File: src/rtl/data_mem_arbiter_pkg.sv
// data_mem_arbiter_pkg: shared types and default constants for the data memory arbiter.
package data_mem_arb_pkg;
    typedef enum logic [1:0] {IDLE, ACCESS, DONE} state_e;
    typedef logic id_t;
    localparam int unsigned WAIT_CYCLES_DEF = 2;
    localparam int unsigned BASE_ADDR_DEF = 1024;
    localparam int unsigned MEM_DEPTH_DEF = 65536;
endpackage

File: src/rtl/data_mem_arbiter_if.sv
// data_mem_arbiter_if: requester ports and memory bus of the data memory arbiter.
interface data_mem_arbiter_if;
    logic req0, req1, we0, we1, ack0, ack1, err0, err1, freeze, mem_read, mem_write;
    logic [31:0] addr0, addr1, wdata0, wdata1, rdata, mem_addr, mem_wdata, mem_rdata;
    modport slave (
        input  req0, req1, we0, we1, addr0, addr1, wdata0, wdata1, mem_rdata,
        output ack0, ack1, err0, err1, rdata, freeze, mem_read, mem_write, mem_addr, mem_wdata
    );
    modport master (
        output req0, req1, we0, we1, addr0, addr1, wdata0, wdata1, mem_rdata,
        input  ack0, ack1, err0, err1, rdata, freeze, mem_read, mem_write, mem_addr, mem_wdata
    );
endinterface

File: src/rtl/data_mem_arbiter_pick2.sv
// arb_pick2: two-way grant select; round-robin on ties when DMEM_ARB_RR_EN is defined,
// otherwise fixed priority to port 0.
module arb_pick2
    import data_mem_arb_pkg::*;
(
    input  logic req0_i,
    input  logic req1_i,
`ifdef DMEM_ARB_RR_EN
    input  id_t  last_i,
`endif
    output id_t  gnt_o
);
`ifdef DMEM_ARB_RR_EN
    always_comb gnt_o = (req0_i && req1_i) ? ~last_i : (~req0_i & req1_i);
`else
    always_comb gnt_o = ~req0_i & req1_i;
`endif
endmodule

File: src/rtl/data_mem_arbiter.sv
// data_mem_arbiter: arbitrates the single-port data memory between MEM stage and a secondary
// master as fixed-length transactions. DMEM_ARB_RR_EN enables round-robin arbitration.
module data_mem_arbiter
    import data_mem_arb_pkg::*;
#(
    parameter int unsigned WAIT_CYCLES = WAIT_CYCLES_DEF,
    parameter int unsigned BASE_ADDR = BASE_ADDR_DEF,
    parameter int unsigned MEM_DEPTH = MEM_DEPTH_DEF
) (
    input logic clk,
    input logic rst,
    data_mem_arbiter_if.slave bus
);
    localparam int unsigned CW = WAIT_CYCLES > 1 ? $clog2(WAIT_CYCLES) : 1;

    state_e state_q, state_d;
    logic [CW-1:0] cnt_q, cnt_d;
    id_t id_q, id_d, gnt;
    logic we_q, we_d, err_q, err_d, any_req, in_win, sel_we;
    logic [29:0] waddr_q, waddr_d;
    logic [31:0] wdata_q, wdata_d, rdata_q, rdata_d, sel_addr, sel_wdata;

    assign any_req = bus.req0 | bus.req1;

`ifdef DMEM_ARB_RR_EN
    id_t last_q, last_d;
    arb_pick2 u_pick (.req0_i(bus.req0), .req1_i(bus.req1), .last_i(last_q), .gnt_o(gnt));
    always_comb last_d = (state_q == IDLE && any_req) ? gnt : last_q;
    always_ff @(posedge clk) last_q <= rst ? id_t'(1'b1) : last_d;
`else
    arb_pick2 u_pick (.req0_i(bus.req0), .req1_i(bus.req1), .gnt_o(gnt));
`endif

    always_comb begin
        sel_addr  = gnt ? bus.addr1 : bus.addr0;
        sel_wdata = gnt ? bus.wdata1 : bus.wdata0;
        sel_we    = gnt ? bus.we1 : bus.we0;
        // 33-bit compare so BASE_ADDR + MEM_DEPTH cannot wrap
        in_win    = ({1'b0, sel_addr} >= 33'(BASE_ADDR)) &&
                    ({1'b0, sel_addr} < 33'(BASE_ADDR) + 33'(MEM_DEPTH));
    end

    always_ff @(posedge clk) begin
        if (rst) begin
            state_q <= IDLE;
            cnt_q   <= '0;
            id_q    <= '0;
            we_q    <= 1'b0;
            err_q   <= 1'b0;
            waddr_q <= '0;
            wdata_q <= '0;
            rdata_q <= '0;
        end else begin
            state_q <= state_d;
            cnt_q   <= cnt_d;
            id_q    <= id_d;
            we_q    <= we_d;
            err_q   <= err_d;
            waddr_q <= waddr_d;
            wdata_q <= wdata_d;
            rdata_q <= rdata_d;
        end
    end

    always_comb begin
        state_d = state_q;
        cnt_d   = cnt_q;
        id_d    = id_q;
        we_d    = we_q;
        err_d   = err_q;
        waddr_d = waddr_q;
        wdata_d = wdata_q;
        rdata_d = rdata_q;
        case (state_q)
            IDLE: if (any_req) begin
                id_d    = gnt;
                we_d    = sel_we;
                waddr_d = sel_addr[31:2];
                wdata_d = sel_wdata;
                err_d   = ~in_win;
                cnt_d   = in_win ? CW'(WAIT_CYCLES - 1) : '0;
                state_d = in_win ? ACCESS : DONE;
            end
            ACCESS: begin
                cnt_d   = (cnt_q == '0) ? '0 : cnt_q - CW'(1);
                state_d = (cnt_q == '0) ? DONE : ACCESS;
                rdata_d = (cnt_q == '0 && !we_q) ? bus.mem_rdata : rdata_q;
            end
            default: state_d = IDLE;
        endcase
    end

    always_comb begin
        bus.ack0      = state_q == DONE && !id_q;
        bus.ack1      = state_q == DONE && id_q;
        bus.err0      = bus.ack0 & err_q;
        bus.err1      = bus.ack1 & err_q;
        bus.freeze    = bus.req0 & ~bus.ack0;
        // a write strobes only once, on the final access cycle
        bus.mem_read  = state_q == ACCESS && !we_q;
        bus.mem_write = state_q == ACCESS && we_q && cnt_q == '0;
        bus.mem_addr  = {waddr_q, 2'b00};
        bus.mem_wdata = wdata_q;
        bus.rdata     = rdata_q;
    end
endmodule

File: src/flat_wrapper.sv
// flat-port wrapper written by rule: the top's interface ports become plain ports
module data_mem_arbiter_flat import data_mem_arb_pkg::*;
#(
    parameter int unsigned WAIT_CYCLES = WAIT_CYCLES_DEF,
    parameter int unsigned BASE_ADDR = BASE_ADDR_DEF,
    parameter int unsigned MEM_DEPTH = MEM_DEPTH_DEF
)
  (clk, rst, bus_req0, bus_req1, bus_we0, bus_we1, bus_addr0, bus_addr1, bus_wdata0, bus_wdata1, bus_mem_rdata, bus_ack0, bus_ack1, bus_err0, bus_err1, bus_rdata, bus_freeze, bus_mem_read, bus_mem_write, bus_mem_addr, bus_mem_wdata);
  data_mem_arbiter_if bus_i ();
  input logic clk;
  input logic rst;
  input wire logic [$bits(bus_i.req0)-1:0] bus_req0;
  input wire logic [$bits(bus_i.req1)-1:0] bus_req1;
  input wire logic [$bits(bus_i.we0)-1:0] bus_we0;
  input wire logic [$bits(bus_i.we1)-1:0] bus_we1;
  input wire logic [$bits(bus_i.addr0)-1:0] bus_addr0;
  input wire logic [$bits(bus_i.addr1)-1:0] bus_addr1;
  input wire logic [$bits(bus_i.wdata0)-1:0] bus_wdata0;
  input wire logic [$bits(bus_i.wdata1)-1:0] bus_wdata1;
  input wire logic [$bits(bus_i.mem_rdata)-1:0] bus_mem_rdata;
  output wire logic [$bits(bus_i.ack0)-1:0] bus_ack0;
  output wire logic [$bits(bus_i.ack1)-1:0] bus_ack1;
  output wire logic [$bits(bus_i.err0)-1:0] bus_err0;
  output wire logic [$bits(bus_i.err1)-1:0] bus_err1;
  output wire logic [$bits(bus_i.rdata)-1:0] bus_rdata;
  output wire logic [$bits(bus_i.freeze)-1:0] bus_freeze;
  output wire logic [$bits(bus_i.mem_read)-1:0] bus_mem_read;
  output wire logic [$bits(bus_i.mem_write)-1:0] bus_mem_write;
  output wire logic [$bits(bus_i.mem_addr)-1:0] bus_mem_addr;
  output wire logic [$bits(bus_i.mem_wdata)-1:0] bus_mem_wdata;
  assign bus_i.req0 = bus_req0;
  assign bus_i.req1 = bus_req1;
  assign bus_i.we0 = bus_we0;
  assign bus_i.we1 = bus_we1;
  assign bus_i.addr0 = bus_addr0;
  assign bus_i.addr1 = bus_addr1;
  assign bus_i.wdata0 = bus_wdata0;
  assign bus_i.wdata1 = bus_wdata1;
  assign bus_i.mem_rdata = bus_mem_rdata;
  assign bus_ack0 = bus_i.ack0;
  assign bus_ack1 = bus_i.ack1;
  assign bus_err0 = bus_i.err0;
  assign bus_err1 = bus_i.err1;
  assign bus_rdata = bus_i.rdata;
  assign bus_freeze = bus_i.freeze;
  assign bus_mem_read = bus_i.mem_read;
  assign bus_mem_write = bus_i.mem_write;
  assign bus_mem_addr = bus_i.mem_addr;
  assign bus_mem_wdata = bus_i.mem_wdata;
  data_mem_arbiter #(.WAIT_CYCLES(WAIT_CYCLES), .BASE_ADDR(BASE_ADDR), .MEM_DEPTH(MEM_DEPTH)) u_core (.clk(clk), .rst(rst), .bus(bus_i));
endmodule
File: config.mk
export PLATFORM = sky130hd
export DESIGN_NAME = data_mem_arbiter_flat
export DESIGN_NICKNAME = d
export VERILOG_FILES = /design/src/rtl/data_mem_arbiter_pkg.sv /design/src/rtl/data_mem_arbiter_if.sv /design/src/rtl/data_mem_arbiter_pick2.sv /design/src/rtl/data_mem_arbiter.sv /design/src/flat_wrapper.sv
export SDC_FILE = /design/constraint.sdc
export NUM_CORES = 1
export LEC_CHECK = 0
export ABC_CLOCK_PERIOD_IN_PS = 2400
export BUFFER_PORTS_ARGS = -buffer_cell sky130_fd_sc_hd__buf_2
export CAP_MARGIN = 25
export CORE_ASPECT_RATIO = 1.1
export CORE_MARGIN = 4
export CORE_UTILIZATION = 40
export DETAILED_ROUTE_END_ITERATION = 8
export GPL_TIMING_DRIVEN = 0
export MAX_ROUTING_LAYER = met4
export PLACE_DENSITY = 0.76
export SYNTH_ARGS = -nofsm -noshare
export SYNTH_HDL_FRONTEND = slang
export SYNTH_HIERARCHICAL = 1
export SYNTH_SLANG_ARGS = --single-unit
File: constraint.sdc
create_clock -name clk -period 2.4 [get_ports clk]
set_input_delay 0.6 -clock clk [delete_from_list [all_inputs] [get_ports clk]]
set_output_delay 0.6 -clock clk [all_outputs]
set_load 0.005 [all_outputs]
==> out/metrics.yaml, run 1 <==
cts_sinks: 100
syn_area_um2: 4290
fin_cells: 900
cts_resized: 0
drive_above_1_share_pct: 39.9
die_w_um: 107
drt_pass1_iterations: 4
cts_htree_levels: 3
synth_seq_cells: 100
grt_max_degree: 15
crit_slowest_cell: "dfxtp_1"
via_per_inst: 4.98
crit_buf_inv: 1
synth-async-reset-ratio_pct: 0
cts_buffer_depth: 2
grt_pass1_vias: 4471
die_area_um2: 12400
routed_wl_um: 13900
io_pins: 269
yosysSeqAreaShare_pct: 46.7
clk_pin_slew_worst_paths_ps: 60
ant_nets: 0
slowest_delay_ps: 390
startpoint_type: "flip-flop"
netlist.area_leader.share_pct: 46.7
synth_most_common_cell: "dfxtp_1"
start_util_pct: 41.1
dp_cells: 885
antenna_cells: 0
setup_viol: 0
hold_buffers: 0
timing.hold.ws_ps: 452
vias: 4482
end_kind: "output port"
syn_to_final_growth_pct: 41.4
synth_common_cells: "dfxtp_1 (100), nand2_1 (69), nor2_1 (69), mux2i_1 (63), a211oi_1 (62)"
cp.arrival_ps: 1340
fp.dieH_um: 117
p_leak_uw: 0.00283
max_cap_viol_count: 0
crit_required_ps: 1800
fin_crit_sh_pct: 81.0
vdd_drop_max_mv: 0.408
portBuffers: 261
r2r-start: "u_core/state_q[0]"
layout_min_cycle_time_ps: 1940
rsz0062_at_grt: "false"
drt_iter0_markers: 166
cts_buffers: 9
powerDensity_nw_per_um2: 640
drc: 0
core_area_um2: 10400
crit_family: "simple AND/OR/NAND/NOR gates"
hold_path_class: "flip-flop to flip-flop"
hp-start: "u_core/bus.rdata[24]"
dp_hpwl_um: 11400
hold_violations: 0
ys_types: 34
nets: 919
grt_antenna_before_repair: 0
routedWlPerCell_um: 15.5
clkLatencyLatePin_ps: 330
crit_chain: "nor3b_1, and2_1, buf_2"
gp_congestion: 0.881
yosys.area.top_type: "dfxtp_1"
finalSetupTns_ps: 0
power_uw: 3880
cts_root_buf: "clkbuf_16"
worst_pin_slew_ps: 627
final.setup_skew_ps: 4.94
syn_area_per_cell_um2: 8.94
globalRouteOverflowTotal: 0
synth_cells: 480
final_core_util_pct: 58.1
worstSetupPathType: "flip-flop to output port"
slew_viol_final: 0
post-cts-setup-buffers: 0
rows: 39
ys.flop_type: "dfxtp_1"
cp_max_fo: 6
grt_pass1_wl_um: 21100
fmax_ghz: 0.515
outcome: "complete, no violations"
grt.total_usage_pct: 21.8
synth_edf_count: 0
synthTopCellsByArea: "dfxtp_1 (47%), mux2i_1 (15%), a211oi_1 (11%)"
yosysWarnings: 6
critical_path.startpoint: "u_core/state_q[1]"
cts_tree: "yes"
relSlewSlack_pct: 58.2
==> cell families after synthesis <==
| logic type | Yosys count | share of synthesized area, % |
|---|---|---|
| AND/OR/NAND/NOR | 170 | 17.5 |
| other | 1 | 0.0874 |
| multiplexers | 63 | 14.7 |
| flip-flops | 100 | 46.7 |
| AO/OA/AOI/OAI | 104 | 16.3 |
| buffers and inverters | 42 | 4.75 |
==> metrics by stage <==
step / area [um^2] / setup WS (ps)
final: 6060 / 457
after floorplan: 4290 / 517
after detailed placement: 5780 / 142
after CTS: 6060 / 452
after global routing: 6060 / 273
after global placement: 5780 / 208
==> per-layer routing <==
| layer | share of wire [%] | global-route usage (%) | up-vias |
|---|---|---|---|
| li1 | - | - | 2232 |
| met1 | 40 | 24.3 | 2058 |
| met2 | 52 | 39.3 | 175 |
| met3 | 7.1 | 4.31 | 17 |
| met4 | 1.5 | 6.99 | 0 |
| met5 | 0 | - | - |
==> flip-flops by register name, indices dropped and copies added (netlist names) <==
register / count
u_core/bus.mem_wdata: 32
u_core/bus.rdata: 32
u_core/cnt_q: 1
u_core/err_q: 1
u_core/id_q: 1
u_core/state_q: 2
u_core/waddr_q: 30
u_core/we_q: 1
==> worst min-delay path, cell delays in order, from the launching register on <==
cell and delay, ps:
dfxtp_1 300, nand2_1 50, a21oi_1 50
==> worst paths after layout <==
check,endpoint,slack [ps],depth (start not counted)
setup / recovery,bus_err0,460,3
hold / removal,u_core/bus.rdata[24],450,2
setup reg to reg,u_core/bus.mem_wdata[0],720,5
hold reg to reg,u_core/bus.rdata[24],450,2
==> layout make-up <==
type,instances,area (um^2)
fill,1028,4380
multi-input combinational,339,2090
sequential,100,2000
timing repair buffer,261,1310
clock buffer,13,250
buffer,42,204
tap,143,179
clock inverter,2,35.0
==> where the power goes <==
part | switching (uW) | leakage, uW | internal [uW] | total (uW)
sequential | 58.1 | 0.000823 | 1770 | 1830
clock | 579 | 0.000140 | 831 | 1410
combinational | 334 | 0.00187 | 310 | 644
total | 971 | 0.00283 | 2910 | 3880
==> layout by cell type (no fill, tap or decap), types with 2 or more instances in the layout <==
master     count
nor2_1        69
nand2_1       69
nand3_1        2
buf_4          6
buf_1          2
conb_1         2
nand2b_1       2
a211oi_1      62
nor3_1         2
dfxtp_1      100
a21oi_1       34
nor2b_1        3
nor4_1         8
clkbuf_16      9
nor3_2         2
mux2i_1       63
o21a_1         2
clkbuf_1      20
and2_1         2
buf_2        277
nor3b_1        3
o32ai_1        2
Note: power is estimated with default switching activity, not from simulation.
==> run 2: changes to the inputs <==
- ABC_AREA: default -> 1
- ABC_CLOCK_PERIOD_IN_PS: 2400 -> 1890
- clock period: 2.4 -> 1.89 ns (I/O delays scaled with it)
==> out/metrics.yaml, run 2 <==
drc: 0  # unchanged
vdd_drop_max_mv: 0.559  # +37%
grt_max_degree: 17  # +2
layout_min_cycle_time_ps: 1730
hold_buffers: 0  # unchanged
vias: 4934  # +10%
routedWlPerCell_um: 14.1  # -9.0%
cts_buffer_depth: 2  # unchanged
start_util_pct: 41.2  # +0.16 points
ant_nets: 0  # unchanged
cts_resized: 0  # unchanged
outcome: "complete, no violations"
layout_commonest_cell: "buf_2"
yosys.area.top_type: "dfxtp_1"
final_core_util_pct: 58.9  # +0.86 points
hold_depth: 3  # +1
cp.arrival_ps: 1260  # -80 ps
die_w_um: 107  # +0.18%
fin_crit_sh_pct: 91.7
synth_most_common_cell: "nand2_1"
syn_area_um2: 4310  # +0.38%
cts_tree: "yes"
cp_max_fo: 4  # -2
clkLatencyLatePin_ps: 340  # about the same
grt_pass1_vias: 4573  # +2.3%
routed_wl_um: 14600  # +5.0%
r2r-start: "u_core/state_q[0]"
fp.dieH_um: 117  # +0.18%
max_cap_viol_count: 0  # unchanged
synth_edf_count: 0  # unchanged
synth_common_cells: "nand2_1 (161), nor2_1 (102), dfxtp_1 (100), o21ai_0 (77), inv_1 (46)"
syn_area_per_cell_um2: 6.97  # -22%
fill_cells: 1049  # +2.0%
powerDensity_nw_per_um2: 850  # +33%
fin_cells: 1039  # +15%
synthTopCellsByArea: "dfxtp_1 (46%), nand2_1 (14%), o21ai_0 (8.9%)"
ys.flop_type: "dfxtp_1"
gp_congestion: 0.822  # -6.8%
yosysSeqAreaShare_pct: 46.5  # -0.18 points
grt.total_usage_pct: 23.0  # +1.2 points
cts_buffers: 9  # unchanged
multi_input_area_um2: 1940  # -7.0%
hp-start: "bus_mem_rdata[25]"
worst_pin_slew_ps: 524  # -103 ps
netlist.area_leader.share_pct: 46.5  # -0.18 points
drt_pass1_iterations: 4  # unchanged
hold_path_class: "input port to flip-flop"
grt_pass1_wl_um: 22200  # +5.5%
synth_seq_cells: 100  # unchanged
relSlewSlack_pct: 65.1  # +6.9 points
cp_common_cell: "inv_1"
power_uw: 5230  # +35%
post-cts-setup-buffers: 0  # unchanged
io_pins: 269  # unchanged
synth-async-reset-ratio_pct: 0  # unchanged
yosysWarnings: 6  # unchanged
globalRouteOverflowTotal: 0  # unchanged
reg2reg_to: "u_core/waddr_q[20]"
via_per_inst: 4.75  # -4.6%
ys_types: 23  # -32%
worstSetupPathType: "flip-flop to output port"
drive_above_1_share_pct: 34.5  # -5.4 points
nets: 1058  # +15%
place_ws_ps: -309  # -451 ps
layout_setup_ws_ps: 158  # -299 ps
seq_area_um2: 2000  # about the same
crit_required_ps: 1420  # -380 ps
synth_cells: 618  # +29%
slew_viol_final: 0  # unchanged
fmax_ghz: 0.577
cts_root_buf: "clkbuf_16"
dp_hpwl_um: 11300  # -0.42%
antenna_cells: 0  # unchanged
drt_iter0_markers: 265  # +60%
hold_violations: 0  # unchanged
p_leak_uw: 0.00333  # +18%
syn_to_final_growth_pct: 42.9
crit_slowest_cell: "dfxtp_1"
worst-r2r-setup-slack_ps: 250  # -470 ps
timing.hold.ws_ps: 357  # -94.4 ps
startpoint_type: "flip-flop"
end_kind: "output port"
dp_cells: 1024  # +16%
worstRegToRegCells: 6  # +1
slowest_delay_ps: 390  # about the same
clk_pin_slew_worst_paths_ps: 70  # about the same
rows: 39  # unchanged
setup_viol: 0  # unchanged
core_area_um2: 10400  # unchanged
min_to: "u_core/bus.rdata[25]"
die_area_um2: 12500  # +0.35%
rsz0062_at_grt: "false"
cts_sinks: 100  # unchanged
crit_chain: "inv_1, nor3_2, inv_1, nor2_1, buf_2"
portBuffers: 262  # +0.38%
final.setup_skew_ps: 7.07  # +2.13 ps
layout_common_cells: "buf_2 (275), nand2_1 (161), nor2_1 (101), dfxtp_1 (99), o21ai_0 (77)"
cts_htree_levels: 3  # unchanged
grt_antenna_before_repair: 0  # unchanged
run 2: cell types whose count changed after synthesis, sizes merged, moves of 37 or more:
cell	before	now
nand2	69	161
o21ai	1	82
mux2i	63	0
inv	0	48
a211oi	62	19
a31oi	1	41
nor2	69	106
run 2: area by class of cell:
type	instances	area share [%]
clock buffer	9	3.66
timing repair buffer	262	21.3
multi-input combinational	427	31.6
inverter	48	2.93
clock inverter	6	1.81
buffer	44	3.27
sequential	100	32.5
tap	143	2.91
run 2: cell families after synthesis:
group                  after synthesis  share of synthesized area, %
buffers and inverters               92                          8.77
other                                1                        0.0871
AOI/OAI and AO/OA                  147                          19.5
DFF                                100                          46.5
and+or+nand+nor                    278                          25.2
run 2: per-layer routing:
metal	GRT usage [%]	part of all wire, %
met5	-	0
met4	7.08	1.6
met3	4.39	6.5
met2	38.6	50
met1	28.3	42
run 2: critical path: cells and delay by family (launching register included):
family | cells | cell delay (ps)
buf+inv | 3 | 310
flops | 1 | 390
simple gates | 2 | 220
run 2: stage by stage:
step | TNS, ps | instance area [um^2]
after CTS | 0 | 6140
after global routing | 0 | 6150
after global placement | -1310 | 5800
after detailed placement | -2200 | 5800
final | 0 | 6150
after floorplan | 0 | 4310
run 2: worst max-delay path by stage:
stage	start	to	slack, ps	cells after the start
detailed placement	bus_req1	u_core/err_q	-310	13
floorplan	bus_req1	u_core/err_q	300	12
global placement	bus_req1	u_core/err_q	-310	13
finish	u_core/state_q[1]	bus_err0	160	5
global route	bus_req1	u_core/err_q	10	13
CTS	u_core/state_q[1]	bus_err0	30	5
run 2: report_power, final:
| group | total [uW] | switching, uW | internal (uW) |
|---|---|---|---|
| Sequential | 2320 | 68.0 | 2250 |
| Clock | 2080 | 794 | 1290 |
| Combinational | 830 | 460 | 370 |
==> run 3: changes to the inputs <==
- CORE_UTILIZATION: 40 -> 25
- PLACE_DENSITY: 0.76 -> default
==> out/metrics.yaml, run 3 (synthesis results as in run 2) <==
slowest_delay_ps: 380  # about the same
layout_min_cycle_time_ps: 1740  # +4.94 ps
hold_path_class: "input port to flip-flop"
globalRouteOverflowTotal: 0  # unchanged
place_ws_ps: -342  # -33.0 ps
vdd_drop_max_mv: 0.375  # -33%
fill_cells: 1892  # +80%
fp.dieH_um: 146  # +25%
crit_slowest_cell: "dfxtp_2"
final.setup_skew_ps: 7.31  # +0.233 ps
p_sw_share_pct: 27.1  # +1.8 points
layout_commonest_cell: "buf_2"
clkLatencyLatePin_ps: 340  # about the same
via_per_inst: 4.39  # -7.5%
setup_viol: 0  # unchanged
fin_crit_sh_pct: 91.9  # +0.26 points
die_w_um: 133  # +25%
vias: 4970  # +0.73%
clkPwrFrac_pct: 37.9  # -1.9 points
max_cap_viol_count: 0  # unchanged
layout_setup_ws_ps: 153  # -4.94 ps
worstRegToRegCells: 6  # unchanged
die_area_um2: 19400  # +55%
rsz0062_at_grt: "true"
grt_pass1_wl_um: 25400  # +14%
fmax_ghz: 0.576  # -0.28%
p_leak_uw: 0.00331  # -0.48%
cp_max_fo: 5  # +1
switchingPower_uw: 1380  # +4.6%
gp_congestion: 0.817  # -0.62%
cts_buffers: 9  # unchanged
cts_root_buf: "clkbuf_16"
start_util_pct: 25.4  # -16 points
grt_pass1_vias: 4878  # +6.7%
grt_max_degree: 17  # unchanged
clk_pin_slew_worst_paths_ps: 70  # about the same
drc: 0  # unchanged
layout_common_cells: "buf_2 (273), nand2_1 (160), nor2_1 (101), dfxtp_1 (99), o21ai_0 (77)"
timing.hold.ws_ps: 353  # -4.61 ps
routed_wl_um: 16100  # +10%
cp_common_cell: "inv_1"
ant_nets: 0  # unchanged
comb_power_share_pct: 16.7  # +0.8 points
crit_chain: "inv_1, nor2_2, inv_1, nor2_1, buf_2"
grt.total_usage_pct: 16.8  # -6.2 points
startpoint_type: "flip-flop"
outcome: "complete, no violations"
hold_violations: 0  # unchanged
hold_depth: 3  # unchanged
drive_above_1_share_pct: 34.6  # +0.073 points
slew_viol_final: 0  # unchanged
portBuffers: 262  # unchanged
powerDensity_nw_per_um2: 817  # -3.9%
relSlewSlack_pct: 58.7  # -6.4 points
grt_antenna_before_repair: 0  # unchanged
dp_hpwl_um: 12800  # +13%
drt_pass1_iterations: 6  # +2
p_int_uw: 3720  # -4.7%
post-cts-setup-buffers: 0  # unchanged
worst_pin_slew_ps: 619  # +95.5 ps
rows: 50  # +28%
pwr-share-seq_pct: 45.4  # +1.1 points
routedWlPerCell_um: 14.3  # +1.4%
cts_htree_levels: 3  # unchanged
nets: 1058  # unchanged
syn_to_final_growth_pct: 45.1
core_area_um2: 17000  # +62%
finalSetupTns_ps: 0  # unchanged
crit_required_ps: 1420  # about the same
cp.arrival_ps: 1260  # about the same
cts_tree: "yes"
cts_sinks: 100  # unchanged
end_kind: "output port"
antenna_cells: 0  # unchanged
io_pins: 269  # unchanged
cts_buffer_depth: 2  # unchanged
drt_iter0_markers: 249  # -6.0%
worstSetupPathType: "flip-flop to output port"
[run 3: cell types whose count changed in the layout (fill, tap and decap cells not counted), sizes merged]
cell,previous run,this run
clkinvlp,1,2
bufinv,3,1
buf,282,281
clkbuf,33,36
[run 3: final timing paths]
kind                      startpoint                       to  slack, ps
hold reg to reg   u_core/waddr_q[15]       u_core/waddr_q[15]        480
hold / removal      bus_mem_rdata[8]      u_core/bus.rdata[8]        350
setup / recovery   u_core/state_q[0]             bus_mem_read        150
setup reg to reg   u_core/state_q[0]  u_core/bus.mem_wdata[5]        230
[run 3: stage by stage]
step | utilization, % | power (uW) | cells | area, um^2
detailed placement | 34.9 | 3230 | 1115 | 5910
global placement | 34.9 | 3220 | 1115 | 5910
floorplan | - | 2760 | 619 | 4310
finish | 36.9 | 5110 | 1131 | 6250
global route | 36.9 | 5410 | 1131 | 6250
CTS | 36.7 | 5190 | 1131 | 6230
[run 3: layer usage]
layer | share of wire [%] | GRT usage, % | vias up
li1 | - | - | 2547
met3 | 6.8 | 2.90 | 26
met4 | 2.7 | 6.48 | 0
met1 | 42 | 20.2 | 2201
met2 | 49 | 28.1 | 196
met5 | 0 | - | -
[run 3: layout make-up]
cell class	instances	area (um^2)	area share [%]
well taps	234	293	4.68
flip-flops and latches	100	2000	32.1
repair buffers	262	1310	21.0
clock buffers	11	253	4.04
clock inverters	5	58.8	0.941
multi-input cells	427	1950	31.1
inverters	48	180	2.88
plain buffers	44	205	3.28
[run 3: power groups by stage]
| stage | registers, uW | logic, uW | clock network [uW] |
|---|---|---|---|
| 2_1_floorplan | 2380 | 380 | 0 |
| 3_3_place_gp | 2370 | 856 | 0 |
| 3_5_place_dp | 2370 | 861 | 0 |
| 4_1_cts | 2320 | 862 | 2010 |
| 5_1_grt | 2340 | 975 | 2100 |
| 6_report | 2320 | 853 | 1940 |
[run 3: critical path: cells and delay by family, from the launching register on]
family                 cells  cell delay (ps)
DFF                        1              380
and+or+nand+nor            2              220
buffers and inverters      3              320
[run 3: timing repair]
item / 4_1_cts / 5_1_grt
hold buffers: 0 / 0
hold endpoints to repair: 0 / 0
gates resized for setup: 0 / 9
endpoints found under the setup margin: 0 / 18
